<file path="config.mk">
export PLATFORM = sky130hd
export DESIGN_NAME = encode_unit
export DESIGN_NICKNAME = d
export VERILOG_FILES = /design/src/rtl/encode_unit_pkg.sv /design/src/rtl/encode_fifo.sv /design/src/rtl/encode_unit.sv
export SDC_FILE = /design/constraint.sdc
export NUM_CORES = 1
export LEC_CHECK = 0
export ABC_CLOCK_PERIOD_IN_PS = 3300
export CAP_MARGIN = 0
export CELL_PAD_IN_SITES_DETAIL_PLACEMENT = 1
export CELL_PAD_IN_SITES_GLOBAL_PLACEMENT = 2
export CORE_UTILIZATION = 26
export DETAILED_ROUTE_END_ITERATION = 10
export HOLD_SLACK_MARGIN = 0.12
export PLACE_DENSITY = 0.8
export SETUP_SLACK_MARGIN = 0.4
export SLEW_MARGIN = 15
export SYNTH_ARGS = -nofsm -noshare
export SYNTH_HDL_FRONTEND = slang
export SYNTH_SLANG_ARGS = --single-unit
</file>
<file path="constraint.sdc">
create_clock -name clock -period 3.3 [get_ports clock]
set_input_delay 0.495 -clock clock [delete_from_list [all_inputs] [get_ports clock]]
set_output_delay 0.495 -clock clock [all_outputs]
set_load 0.005 [all_outputs]
</file>
<file path="src/rtl/encode_unit_pkg.sv">
// encode_unit_pkg: shared format codes, RV32 opcodes and the pure instruction encoder.
package encode_unit_pkg;

    typedef enum logic [2:0] {
        FMT_R = 3'd0,
        FMT_I = 3'd1,
        FMT_S = 3'd2,
        FMT_B = 3'd3,
        FMT_U = 3'd4,
        FMT_J = 3'd5
    } fmt_e;

    localparam logic [6:0] OP_LUI    = 7'h37;
    localparam logic [6:0] OP_AUIPC  = 7'h17;
    localparam logic [6:0] OP_JAL    = 7'h6f;
    localparam logic [6:0] OP_JALR   = 7'h67;
    localparam logic [6:0] OP_BRANCH = 7'h63;
    localparam logic [6:0] OP_LOAD   = 7'h03;
    localparam logic [6:0] OP_STORE  = 7'h23;
    localparam logic [6:0] OP_IMM    = 7'h13;
    localparam logic [6:0] OP_REG    = 7'h33;

    typedef struct packed {
        logic [2:0]  fmt;
        logic [6:0]  opcode;
        logic [2:0]  funct3;
        logic [6:0]  funct7;
        logic [4:0]  rs1;
        logic [4:0]  rs2;
        logic [4:0]  rd;
        logic [31:0] imm;
    } enc_req_t;

    // B and J offsets are halfword-granular, so an odd byte offset cannot be encoded
    function automatic logic fmt_legal(input enc_req_t r);
        return (r.fmt <= FMT_J) && !((r.fmt == FMT_B || r.fmt == FMT_J) && r.imm[0]);
    endfunction

    function automatic logic [31:0] encode(input enc_req_t r);
        logic [31:0] i;
        i = r.imm;
        case (r.fmt)
            FMT_R:   return {r.funct7, r.rs2, r.rs1, r.funct3, r.rd, r.opcode};
            FMT_I:   return {i[11:0], r.rs1, r.funct3, r.rd, r.opcode};
            FMT_S:   return {i[11:5], r.rs2, r.rs1, r.funct3, i[4:0], r.opcode};
            FMT_B:   return {i[12], i[10:5], r.rs2, r.rs1, r.funct3, i[4:1], i[11], r.opcode};
            FMT_U:   return {i[31:12], r.rd, r.opcode};
            FMT_J:   return {i[20], i[10:1], i[11], i[19:12], r.rd, r.opcode};
            default: return '0;
        endcase
    endfunction

endpackage

</file>
<file path="src/rtl/encode_fifo.sv">
// encode_fifo: two-entry FIFO with flush; head always sits in slot 0.
module encode_fifo #(
    parameter int WIDTH = 32
) (
    input  logic             clock,
    input  logic             reset,
    input  logic             flush,
    input  logic             push,
    input  logic             pop,
    input  logic [WIDTH-1:0] din,
    output logic [WIDTH-1:0] head,
    output logic             empty,
    output logic             full
);
    logic [WIDTH-1:0] mem [2];
    logic [1:0]       count;
    logic             wr_sel;

    // a pop shifts slot 1 down, so the write slot moves down with it
    assign wr_sel = count[0] ^ pop;
    assign head   = mem[0];
    assign empty  = count == 2'd0;
    assign full   = count[1];

    always_ff @(posedge clock or negedge reset) begin
        if (!reset) begin
            mem[0] <= '0;
            mem[1] <= '0;
            count  <= '0;
        end else if (flush) begin
            count <= '0;
        end else begin
            if (pop) mem[0] <= mem[1];
            if (push) mem[wr_sel] <= din;
            count <= count + 2'(push) - 2'(pop);
        end
    end
endmodule

</file>
<file path="src/rtl/encode_unit.sv">
// encode_unit: encodes RV32 instruction fields and streams the words into instruction memory.
module encode_unit
    import encode_unit_pkg::*;
#(
    parameter int CORE         = 0,
    parameter int ADDRESS_BITS = 20
) (
    input  logic                    clock,
    input  logic                    reset,
    input  logic                    load_base,
    input  logic [ADDRESS_BITS-1:0] base_addr,
    input  logic                    in_valid,
    output logic                    in_ready,
    input  logic [2:0]              fmt,
    input  logic [6:0]              opcode,
    input  logic [2:0]              funct3,
    input  logic [6:0]              funct7,
    input  logic [4:0]              rs1,
    input  logic [4:0]              rs2,
    input  logic [4:0]              rd,
    input  logic [31:0]             imm,
    output logic                    mem_wEn,
    output logic [ADDRESS_BITS-1:0] mem_addr,
    output logic [31:0]             mem_data,
    input  logic                    mem_ready,
    output logic [15:0]             inst_count,
    output logic                    err
);
    if (CORE < 0 || ADDRESS_BITS < 3) begin : g_bad_param
        $error("encode_unit: CORE must be >= 0 and ADDRESS_BITS >= 3");
    end

    enc_req_t req;
    logic     accept;
    logic     legal;
    logic     push;
    logic     pop;
    logic     empty;
    logic     full;

    assign req      = {fmt, opcode, funct3, funct7, rs1, rs2, rd, imm};
    assign legal    = fmt_legal(req);
    assign in_ready = reset && !load_base && !full;
    assign accept   = in_valid && in_ready;
    assign push     = accept && legal;
    assign mem_wEn  = !empty;
    // load_base discards the pending write even if memory is ready
    assign pop      = mem_wEn && mem_ready && !load_base;

    encode_fifo #(.WIDTH(32)) u_fifo (
        .clock (clock),
        .reset (reset),
        .flush (load_base),
        .push  (push),
        .pop   (pop),
        .din   (encode(req)),
        .head  (mem_data),
        .empty (empty),
        .full  (full)
    );

    always_ff @(posedge clock or negedge reset) begin
        if (!reset) begin
            mem_addr   <= '0;
            inst_count <= '0;
            err        <= 1'b0;
        end else if (load_base) begin
            mem_addr   <= base_addr;
            inst_count <= '0;
            err        <= 1'b0;
        end else begin
            if (pop) begin
                mem_addr   <= mem_addr + ADDRESS_BITS'(4);
                inst_count <= inst_count + 16'd1;
            end
            if (accept && !legal) err <= 1'b1;
        end
    end
endmodule

</file>
==> impl_metrics.json <==
{
  "drc_errors": 0,
  "dp_hpwl_mm": 12.4,
  "synthArstFlopShare_pct": 100,
  "required_ns": 2.80,
  "crit_arrival_ns": 2.26,
  "diodes": 0,
  "hold_path.class": "in -> reg",
  "fp.coreArea_sq_mm": 0.0203,
  "max_freq_ghz": 0.363,
  "grt_pass1_wl_mm": 26.9,
  "postCtsSetupRepairBufs": 0,
  "pwr-share-clk_pct": 30.1,
  "worst-path-max-fanout": 28,
  "syn_nets": 652,
  "yosysTopAreaCell": "dfrtp_1",
  "syn-instance-count": 556,
  "fillers": 2306,
  "worstSetupPathType": "in -> out",
  "ys.flop_type": "dfrtp_1",
  "ys_ff_latch": 103,
  "period_share_pct": 83.5,
  "drt_iter0_markers": 175,
  "cts_buffers": 9,
  "relSlewSlack_pct": 34.0,
  "leakage_nw": 3.02,
  "postSynthAreaPerCell_sq_um": 9.71,
  "pin_count": 163,
  "grt_max_degree": 79,
  "drv_slew": 0,
  "routed_wl_mm": 16.5,
  "viasPerCell": 4.91,
  "gp_congestion": 0.807,
  "cts_tree": "built",
  "cp-end-kind": "primary output",
  "p_seq_share_pct": 43.3,
  "clkSinkCount": 103,
  "skew_ns": 0.00761,
  "p_comb_share_pct": 26.6,
  "chipWidth_um": 146,
  "path_cells": "dlygate4sd3_1, buf_4, nor3b_1, clkdlybuf4s50_1",
  "p_sw_mw": 1.16,
  "syn_area_sq_mm": 0.00540,
  "drv_cap": 0,
  "grt.overflow.total": 0,
  "period_minus_slack_ns": 2.76,
  "worst_path_max_delay_cell": "clkdlybuf4s50_1",
  "clkTransAtPathRegs_ns": 0.07,
  "num_vias": 4675,
  "ant_nets": 0,
  "post_drt_wl_per_cell_um": 17.3,
  "drtPass1Iterations": 4,
  "p_sw_share_pct": 27.7,
  "yosys.area.top_type_share_pct": 47.7,
  "crit_family": "buffers and inverters",
  "antenna_found_initial": 0,
  "cpPeakStageDelay_ns": 0.56,
  "first_global_vias": 5103,
  "finalSetupViolations": 0,
  "status": "completed",
  "yosysUniqueCellTypes": 57,
  "yosys_warnings": 0,
  "drive_gt1_share_pct": 8.21,
  "initial_utilization_pct": 26.6,
  "peakVddDrop_v": 0.000208,
  "clockBufferDepth": 2,
  "clockRootBuffer": "clkbuf_16",
  "worst_slew_pin_slew_ns": 0.990,
  "final_hold_viol_count": 0,
  "area_growth_pct": 37.5,
  "dieArea_sq_mm": 0.0214,
  "track_usage_pct": 15.9,
  "fp.dieH_um": 146,
  "critPathLaunchType": "primary input",
  "synth.area.top_cells": "dfrtp_1 (48%), buf_4 (4.9%), a221o_1 (4.8%)",
  "clock_latency_ns": 0.35,
  "synth_edf_count": 0,
  "setup-tns-final_ns": 0,
  "htreeDepth": 3,
  "path_buf_inv": 3,
  "nets": 773,
  "yosysSeqAreaShare_pct": 47.7,
  "final_util_pct": 36.6,
  "numPortBuffers": 162,
  "power.density_mw_per_mm2": 562,
  "internal_power_mw": 3.02,
  "grt_setup_unrepaired": "no",
  "row_count": 52
}
## worst reg2reg max path: cells and delay by family (launching register included)
family                     cells  cell delay, ns
AOI/OAI and AO/OA              3            0.77
adders and majority gates      1            0.31
buffers and inverters          2            0.47
and+or+nand+nor                1            0.08
DFF                            1            0.52
## path summary, 6_finish.rpt
kind                                      startpoint  cells after the start                          end  slack (ns)
max                                            reset                      4                     in_ready        0.54
min                                        load_base                      2              err$_DFFE_PN0P_        0.48
max reg2reg                u_fifo.count[1]$_DFF_PN0_                      7                         flop        1.02
min reg2reg                                     flop                      2                         flop        0.48
max in group asynchronous                      reset                      3  u_fifo.head[29]$_DFFE_PN0N_        1.34
min in group asynchronous                      reset                      2      mem_addr[6]$_DFFE_PN0N_        0.63
## layer usage
metal  vias up  GRT usage, %  part of all wire, %
li1       2211             -                    -
met3        17          4.03                  5.6
met2       113          27.5                   50
met5         -             0                    0
met1      2334          19.3                   43
met4         0          4.74                  1.1
## logic make-up after synthesis
logic type	synth area share, %
flops	47.7
fa+ha+maj	0.927
mux	3.08
xor+xnor	4.22
compound gates	19.1
simple gates	16.7
buf+inv	8.32
## cells in the final DEF (no fill, tap or decap), drive strengths merged, types with 2 or more instances in the layout
| master | instances |
|---|---|
| a21oi | 20 |
| a221o | 26 |
| a22o | 4 |
| a22oi | 19 |
| a31oi | 4 |
| and3 | 7 |
| and3b | 2 |
| and4 | 2 |
| buf | 16 |
| bufinv | 3 |
| clkbuf | 9 |
| clkdlybuf4s50 | 160 |
| dfrtp | 103 |
| ha | 4 |
| inv | 14 |
| mux2 | 13 |
| mux2i | 2 |
| nand2 | 63 |
| nand3 | 17 |
| nand4 | 6 |
| nor2 | 44 |
| nor2b | 15 |
| nor3 | 7 |
| nor4 | 7 |
| o2111a | 2 |
| o2111ai | 2 |
| o211ai | 4 |
| o21ai | 44 |
| o221ai | 6 |
| o22ai | 6 |
| o31ai | 2 |
| or3 | 3 |
| or4 | 3 |
| xnor2 | 14 |
| xor2 | 12 |
## power by group through the flow
| stage | registers, mW | clock network [mW] | logic, mW |
|---|---|---|---|
| after floorplan | 1.74 | 0 | 0.691 |
| after global placement | 1.81 | 0 | 1.09 |
| after detailed placement | 1.82 | 0 | 1.13 |
| after CTS | 1.81 | 1.29 | 1.13 |
| after global routing | 1.85 | 1.33 | 1.22 |
| final | 1.81 | 1.26 | 1.11 |
## repair_timing
| action | CTS | global route |
|---|---|---|
| hold buffers | 1 | 0 |
| endpoints found under the hold margin | 25 | 0 |
| gates resized for setup | 0 | 0 |
| setup endpoints to repair | 0 | 0 |
## cells in the mapped netlist, types with 3 or more instances
| library cell | instances |
|---|---|
| o221ai_1 | 6 |
| clkbuf_1 | 16 |
| a22o_1 | 4 |
| nor2_1 | 44 |
| xor2_1 | 12 |
| and3_1 | 7 |
| o211ai_1 | 3 |
| o22ai_1 | 6 |
| o21ai_0 | 42 |
| buf_4 | 35 |
| buf_2 | 11 |
| nand2_1 | 63 |
| ha_1 | 4 |
| a22oi_1 | 19 |
| or4_1 | 3 |
| inv_1 | 11 |
| nand3_1 | 17 |
| buf_1 | 4 |
| nor2b_1 | 15 |
| mux2_2 | 13 |
| a221o_1 | 26 |
| a31oi_1 | 4 |
| nor4_1 | 6 |
| dfrtp_1 | 103 |
| xnor2_1 | 14 |
| a21oi_1 | 20 |
| nor3_1 | 7 |
| nand4_1 | 5 |
## layout make-up
type | instances | area, sq um | share of cell area [%]
sequential | 103 | 2580 | 34.7
tap | 270 | 338 | 4.55
clock buffer | 9 | 225 | 3.03
timing repair buffer | 177 | 1730 | 23.3
multi-input combinational | 374 | 2390 | 32.1
clock inverter | 7 | 126 | 1.70
inverter | 12 | 45.0 | 0.606
## metrics by stage
stage	power, mW	instances	hold slack (ns)	cell area, sq um	setup slack, ns
global placement	2.90	935	0.436	7060	0.296
floorplan	2.43	556	0.199	5400	0.870
global route	4.40	952	0.493	7430	0.461
finish	4.18	952	0.475	7430	0.543
CTS	4.23	952	0.461	7420	0.486
detailed placement	2.95	935	0.441	7060	0.169
Note: power is estimated with default switching activity, not from simulation.
